--- src/rtl/rs232_pkg.sv ---
// Shared RS232 receive types and constants.
// Used by a_demux_serial_16v1 and rs232_rx_sync.
package rs232_pkg;

  localparam int RS232_DATA_BITS  = 8;
  localparam int RS232_WORD_BYTES = 2;

  typedef enum logic [2:0] {
    S_IDLE,
    S_START,
    S_DATA,
    S_STOP,
    S_GAP,
    S_ERR_WAIT
  } rx_state_e;

  function automatic int cnt_width(input int os);
    return $clog2(os);
  endfunction

endpackage

--- src/rtl/rs232_rx_sync.sv ---
// RX line synchroniser plus idle-line detector
// used to leave the error-wait state.
module rs232_rx_sync
  import rs232_pkg::*;
#(
  parameter int OVERSAMPLE = 16
) (
  input  logic clk_i,
  input  logic rst_ni,
  input  logic tick_i,
  input  logic rx_i,
  input  logic wait_i,
  output logic rx_s_o,
  output logic idle_o
);

  localparam int CW = cnt_width(OVERSAMPLE);
  localparam logic [CW-1:0] LAST = CW'(OVERSAMPLE - 1);

  logic [1:0]    sync_q;
  logic [CW-1:0] cnt_q, cnt_d;

  assign rx_s_o = sync_q[1];

  // Pulses on the OVERSAMPLE-th consecutive high tick
  assign idle_o = wait_i & tick_i & rx_s_o & (cnt_q == LAST);

  always_comb begin
    cnt_d = cnt_q;
    if (!wait_i) begin
      cnt_d = '0;
    end else if (tick_i) begin
      if (!rx_s_o || idle_o) cnt_d = '0;
      else                   cnt_d = cnt_q + 1'b1;
    end
  end

  always_ff @(posedge clk_i or negedge rst_ni) begin
    if (!rst_ni) begin
      sync_q <= 2'b11;
      cnt_q  <= '0;
    end else begin
      sync_q <= {sync_q[0], rx_i};
      cnt_q  <= cnt_d;
    end
  end

endmodule

--- src/rtl/a_demux_serial_16v1.sv ---
// 2-frame 8N1 receiver assembling a 16-bit word, low byte first.
// Define A_DEMUX_GAP_TIMEOUT_EN to abort on a long inter-byte gap.
module a_demux_serial_16v1
  import rs232_pkg::*;
#(
  parameter int OVERSAMPLE       = 16,
  parameter int GAP_TIMEOUT_BITS = 32
) (
  input  logic        clk_ref,
  input  logic        rst_n,
  input  logic        clk_sample,
  input  logic        rx_i,
  output logic [15:0] r_data_o,
  output logic        r_dv_o,
  output logic        r_frame_err_o,
  output logic        r_busy_o
);

  localparam int CW = cnt_width(OVERSAMPLE);
  localparam int DW = RS232_DATA_BITS;
  localparam logic [CW-1:0] MID  = CW'(OVERSAMPLE / 2 - 1);
  localparam logic [CW-1:0] LAST = CW'(OVERSAMPLE - 1);
  localparam logic [2:0]    BLST = 3'(DW - 1);

  rx_state_e       state_q, state_d;
  logic [CW-1:0]   scnt_q, scnt_d;
  logic [2:0]      bcnt_q, bcnt_d;
  logic            idx_q, idx_d;
  logic [DW-1:0]   shf_q, shf_d;
  logic [DW-1:0]   lo_q, lo_d;
  logic [8*RS232_WORD_BYTES-1:0] data_q, data_d;
  logic            dv_q, dv_d;
  logic            fe_q, fe_d;
  logic            rx_s;
  logic            line_idle;
  logic            gap_exp;

  rs232_rx_sync #(
    .OVERSAMPLE(OVERSAMPLE)
  ) u_sync (
    .clk_i  (clk_ref),
    .rst_ni (rst_n),
    .tick_i (clk_sample),
    .rx_i   (rx_i),
    .wait_i (state_q == S_ERR_WAIT),
    .rx_s_o (rx_s),
    .idle_o (line_idle)
  );

`ifdef A_DEMUX_GAP_TIMEOUT_EN
  localparam logic [15:0] GAP_LAST =
    16'(GAP_TIMEOUT_BITS * OVERSAMPLE - 1);

  logic [15:0] gap_q, gap_d;

  assign gap_exp = (state_q == S_GAP) & clk_sample
                 & rx_s & (gap_q == GAP_LAST);

  always_comb begin
    gap_d = gap_q;
    if (state_q != S_GAP || state_d != S_GAP) gap_d = '0;
    else if (clk_sample && gap_q != 16'hFFFF) gap_d = gap_q + 1'b1;
  end

  always_ff @(posedge clk_ref or negedge rst_n) begin
    if (!rst_n) gap_q <= '0;
    else        gap_q <= gap_d;
  end
`else
  assign gap_exp = 1'b0;
`endif

  always_comb begin
    state_d = state_q;
    scnt_d  = scnt_q;
    bcnt_d  = bcnt_q;
    idx_d   = idx_q;
    shf_d   = shf_q;
    lo_d    = lo_q;
    data_d  = data_q;
    dv_d    = 1'b0;
    fe_d    = 1'b0;
    if (clk_sample) begin
      unique case (state_q)
        S_IDLE: if (!rx_s) begin
          state_d = S_START;
          scnt_d  = '0;
          idx_d   = 1'b0;
        end
        S_START: begin
          scnt_d = scnt_q + 1'b1;
          if (scnt_q == MID) begin
            scnt_d = '0;
            bcnt_d = '0;
            // A glitch that is gone by mid-bit is not a start bit
            if (rx_s) state_d = idx_q ? S_GAP : S_IDLE;
            else      state_d = S_DATA;
          end
        end
        S_DATA: begin
          scnt_d = scnt_q + 1'b1;
          if (scnt_q == LAST) begin
            shf_d  = {rx_s, shf_q[DW-1:1]};
            bcnt_d = bcnt_q + 1'b1;
            if (bcnt_q == BLST) state_d = S_STOP;
          end
        end
        S_STOP: begin
          scnt_d = scnt_q + 1'b1;
          if (scnt_q == LAST) begin
            if (!rx_s) begin
              fe_d    = 1'b1;
              state_d = S_ERR_WAIT;
            end else if (!idx_q) begin
              lo_d    = shf_q;
              state_d = S_GAP;
            end else begin
              data_d  = {shf_q, lo_q};
              dv_d    = 1'b1;
              state_d = S_IDLE;
            end
          end
        end
        S_GAP: begin
          if (!rx_s) begin
            state_d = S_START;
            scnt_d  = '0;
            idx_d   = 1'b1;
          end else if (gap_exp) begin
            fe_d    = 1'b1;
            state_d = S_IDLE;
          end
        end
        S_ERR_WAIT: if (line_idle) state_d = S_IDLE;
        default: state_d = S_IDLE;
      endcase
    end
  end

  always_ff @(posedge clk_ref or negedge rst_n) begin
    if (!rst_n) begin
      state_q <= S_IDLE;
      scnt_q  <= '0;
      bcnt_q  <= '0;
      idx_q   <= 1'b0;
      shf_q   <= '0;
      lo_q    <= '0;
      data_q  <= '0;
      dv_q    <= 1'b0;
      fe_q    <= 1'b0;
    end else begin
      state_q <= state_d;
      scnt_q  <= scnt_d;
      bcnt_q  <= bcnt_d;
      idx_q   <= idx_d;
      shf_q   <= shf_d;
      lo_q    <= lo_d;
      data_q  <= data_d;
      dv_q    <= dv_d;
      fe_q    <= fe_d;
    end
  end

  assign r_data_o      = data_q;
  assign r_dv_o        = dv_q;
  assign r_frame_err_o = fe_q;
  assign r_busy_o      = (state_q != S_IDLE);

endmodule

--- config.mk ---
export PLATFORM = sky130hd
export DESIGN_NAME = a_demux_serial_16v1
export DESIGN_NICKNAME = d
export VERILOG_FILES = /design/src/rtl/rs232_pkg.sv /design/src/rtl/rs232_rx_sync.sv /design/src/rtl/a_demux_serial_16v1.sv
export SDC_FILE = /design/constraint.sdc
export NUM_CORES = 1
export LEC_CHECK = 0
export ABC_AREA = 0
export CAP_MARGIN = 20
export CORE_MARGIN = 5
export CORE_UTILIZATION = 60
export DETAILED_ROUTE_END_ITERATION = 8
export PLACE_DENSITY_LB_ADDON = 0.3
export SYNTH_ARGS = -nofsm -noshare
export SYNTH_HDL_FRONTEND = slang
export SYNTH_HIERARCHICAL = 1
export SYNTH_SLANG_ARGS = --single-unit
--- constraint.sdc ---
create_clock -name clk_ref -period 3.6 [get_ports clk_ref]
set_clock_uncertainty 0.05 [all_clocks]
set_input_delay 0.72 -clock clk_ref [delete_from_list [all_inputs] [get_ports clk_ref]]
set_output_delay 0.72 -clock clk_ref [all_outputs]
set_load 0.02 [all_outputs]
==> out/results.ini <==
[grt]
antenna_found_initial=0
grt_first_pass_wirelength_um=7020
gr-total-overflow=0
grt_max_degree=52
grt_pass1_vias=1406
grt_use_total=0.177

[timing]
rsz0062_at_grt=false
hold_viol_final=0
finalSetupTns_ns=0
hold_ws_ns=0.202
maxSlewHeadroom=0.661
fmax_ghz=0.397
setup_violations=0
tightest_slew_ns=0.508
finalCriticalPeriod_ns=2.52
drv_slew=0
period_share=0.700

[worst_setup_path]
crit_path_max_fanout=10
r2r-start=scnt_q[0]
worst-setup-path-type=reg2out
r2r_slack_ns=1.41
crit_chain=nor2_1 -> nand2_1 -> clkdlybuf4s50_1
reg2reg_to=lo_q[7]
cp_top_family=buffers and inverters
critPathBufInv=1
crit_slowest_cell=clkdlybuf4s50_1
cp.required_ns=2.83
cp-end-kind=output port
critPathLaunchType=flip-flop
r2r_cells=5
arrival_ns=1.75
cpPeakStageDelay_ns=0.54

[cts]
cts_resized=0
clk_pin_slew_worst_paths_ns=0.08
clk_latency_ns=0.29
cts_tree=done
cts-buffers-inserted=5
cts_htree_levels=2
cts.sinks=51
clockRootBuffer=clkbuf_8
postCtsSetupBuffers=0
cts_hold_buf=0
cts_buffer_depth=2

[routing]
viasPerCell=5.82
drcViolationCount=0
drtPass1Iterations=6
ant_nets=0
wl_per_cell_um=16.4
vias=1432
wl_um=4030
drt-initial-drc-count=45

[place]
place_area_sq_um=2510
io_buffers=22
hpwlAfterDp_um=2770
gp_congestion=0.799

[logic_synthesis]
synth-main-ff-cell=dfrtp_1
synth_enable_flop_cells=0
syn_inst=173
syn_area_sq_um=2260
synth_top_area_frac=0.542
synth_seq_area_share=0.565
synthTopCellsByArea=dfrtp_1 54%, mux2_2 17%, dfstp_2 2.3%, ha_1 2.2%, nand3_1 1.5%
avgSynthCellArea_sq_um=13.1
yosysMostFrequentCell=dfrtp_1
yosysTopAreaCell=dfrtp_1
synth_commonest_cells=49 x dfrtp_1, 35 x mux2_2, 8 x nor2_1
ys.warnings.count=6
synth.distinct_cells=42
ys_ff_latch=51
synth_async_sr_flop_share=1.00
syn_nets=181

[flow_run]
maxCapViolCount=0

[die]
io_pins=23
die-area_sq_um=5100
die_y_um=71.4
coreArea_sq_um=3660
rows=22
start_util=0.618
die_w_um=71.4

[pwr]
irDropWorstVdd_v=0.000313
power.density_nw_per_um2=488
p_leak_nw=1.24

[cells_and_area]
drive_gt1_frac=0.273
syn_to_final_growth_pct=15.5
nets=206
fin_area_sq_um=2610
n_antenna_cell=0

[min_path]
hp-class=in2async

[outcome]
status=finished clean

## metal layers
layer	share of wire	track usage	vias up
li1	-	-	668
met1	0.45	0.238	732
met2	0.50	0.282	26
met3	0.041	0.0477	6
met4	0.014	0.0564	0
met5	0	0	-
## worst max-delay path by stage
stage	to	cells past startpoint	start
3_5_place_dp	lo_q[3]	4	clk_sample
3_3_place_gp	lo_q[4]	4	clk_sample
4_1_cts	r_busy_o	3	state_q[0]
5_1_grt	r_busy_o	3	state_q[1]
2_1_floorplan	state_q[2]	6	scnt_q[0]
6_report	r_busy_o	3	state_q[0]
## logic make-up (layout without fill, tap and decap cells)
| family | count (synthesis) | in the layout | synth area share |
|---|---|---|---|
| flops | 51 | 51 | 0.565 |
| mux | 38 | 38 | 0.188 |
| xor+xnor | 1 | 1 | 0.00387 |
| buf+inv | 12 | 37 | 0.0232 |
| compound gates | 19 | 19 | 0.0597 |
| fa+ha+maj | 4 | 4 | 0.0221 |
| simple gates | 48 | 48 | 0.138 |
## flip-flops by register name, indices dropped and copies added (netlist names)
signal and count:
bcnt_q 3, idx_q 1, lo_q 8, r_data_o 16, r_dv_o 1, r_frame_err_o 1
scnt_q 4, shf_q 8, state_q 3, u_sync/cnt_q 4, u_sync/sync_q 2
## cells in the final DEF (no fill, tap or decap), drive strengths merged, types with 3 or more instances in the layout
cell           count
inv                7
mux2              35
nand2              6
nand3              8
nor2               9
ha                 4
clkbuf             5
nand3b             4
dfrtp             49
mux2i              3
and3               3
clkdlybuf4s50     21
o21ai              5
nand2b             3
## power breakdown
group          switching, mW  internal, mW
clock                  0.176         0.133
sequential            0.0781         0.623
combinational          0.144         0.121
## through the flow
stage | setup WS [ns] | power [mW] | util | cells
finish | 1.08 | 1.28 | 0.714 | 246
CTS | 1.07 | 1.28 | 0.708 | 245
global route | 0.944 | 1.36 | 0.714 | 246
floorplan | 1.70 | 0.897 | - | 173
detailed placement | 0.865 | 0.975 | 0.686 | 238
global placement | 0.937 | 0.949 | 0.686 | 238
## worst reg2reg max path: cells and delay by family, from the launching register on
| kind | cells | cell delay (ns) |
|---|---|---|
| fa+ha+maj | 1 | 0.23 |
| mux | 1 | 0.40 |
| flops | 1 | 0.40 |
| simple gates | 3 | 1.00 |
## final cells by class
class	instances	area, sq um
inverters	7	26.3
clock inverters	2	13.8
multi-input cells	110	931
fillers	242	1050
flip-flops and latches	51	1280
clock buffers	5	68.8
well taps	48	60.1
repair buffers	23	235
No activity file was read; power rests on OpenSTA's default activity.
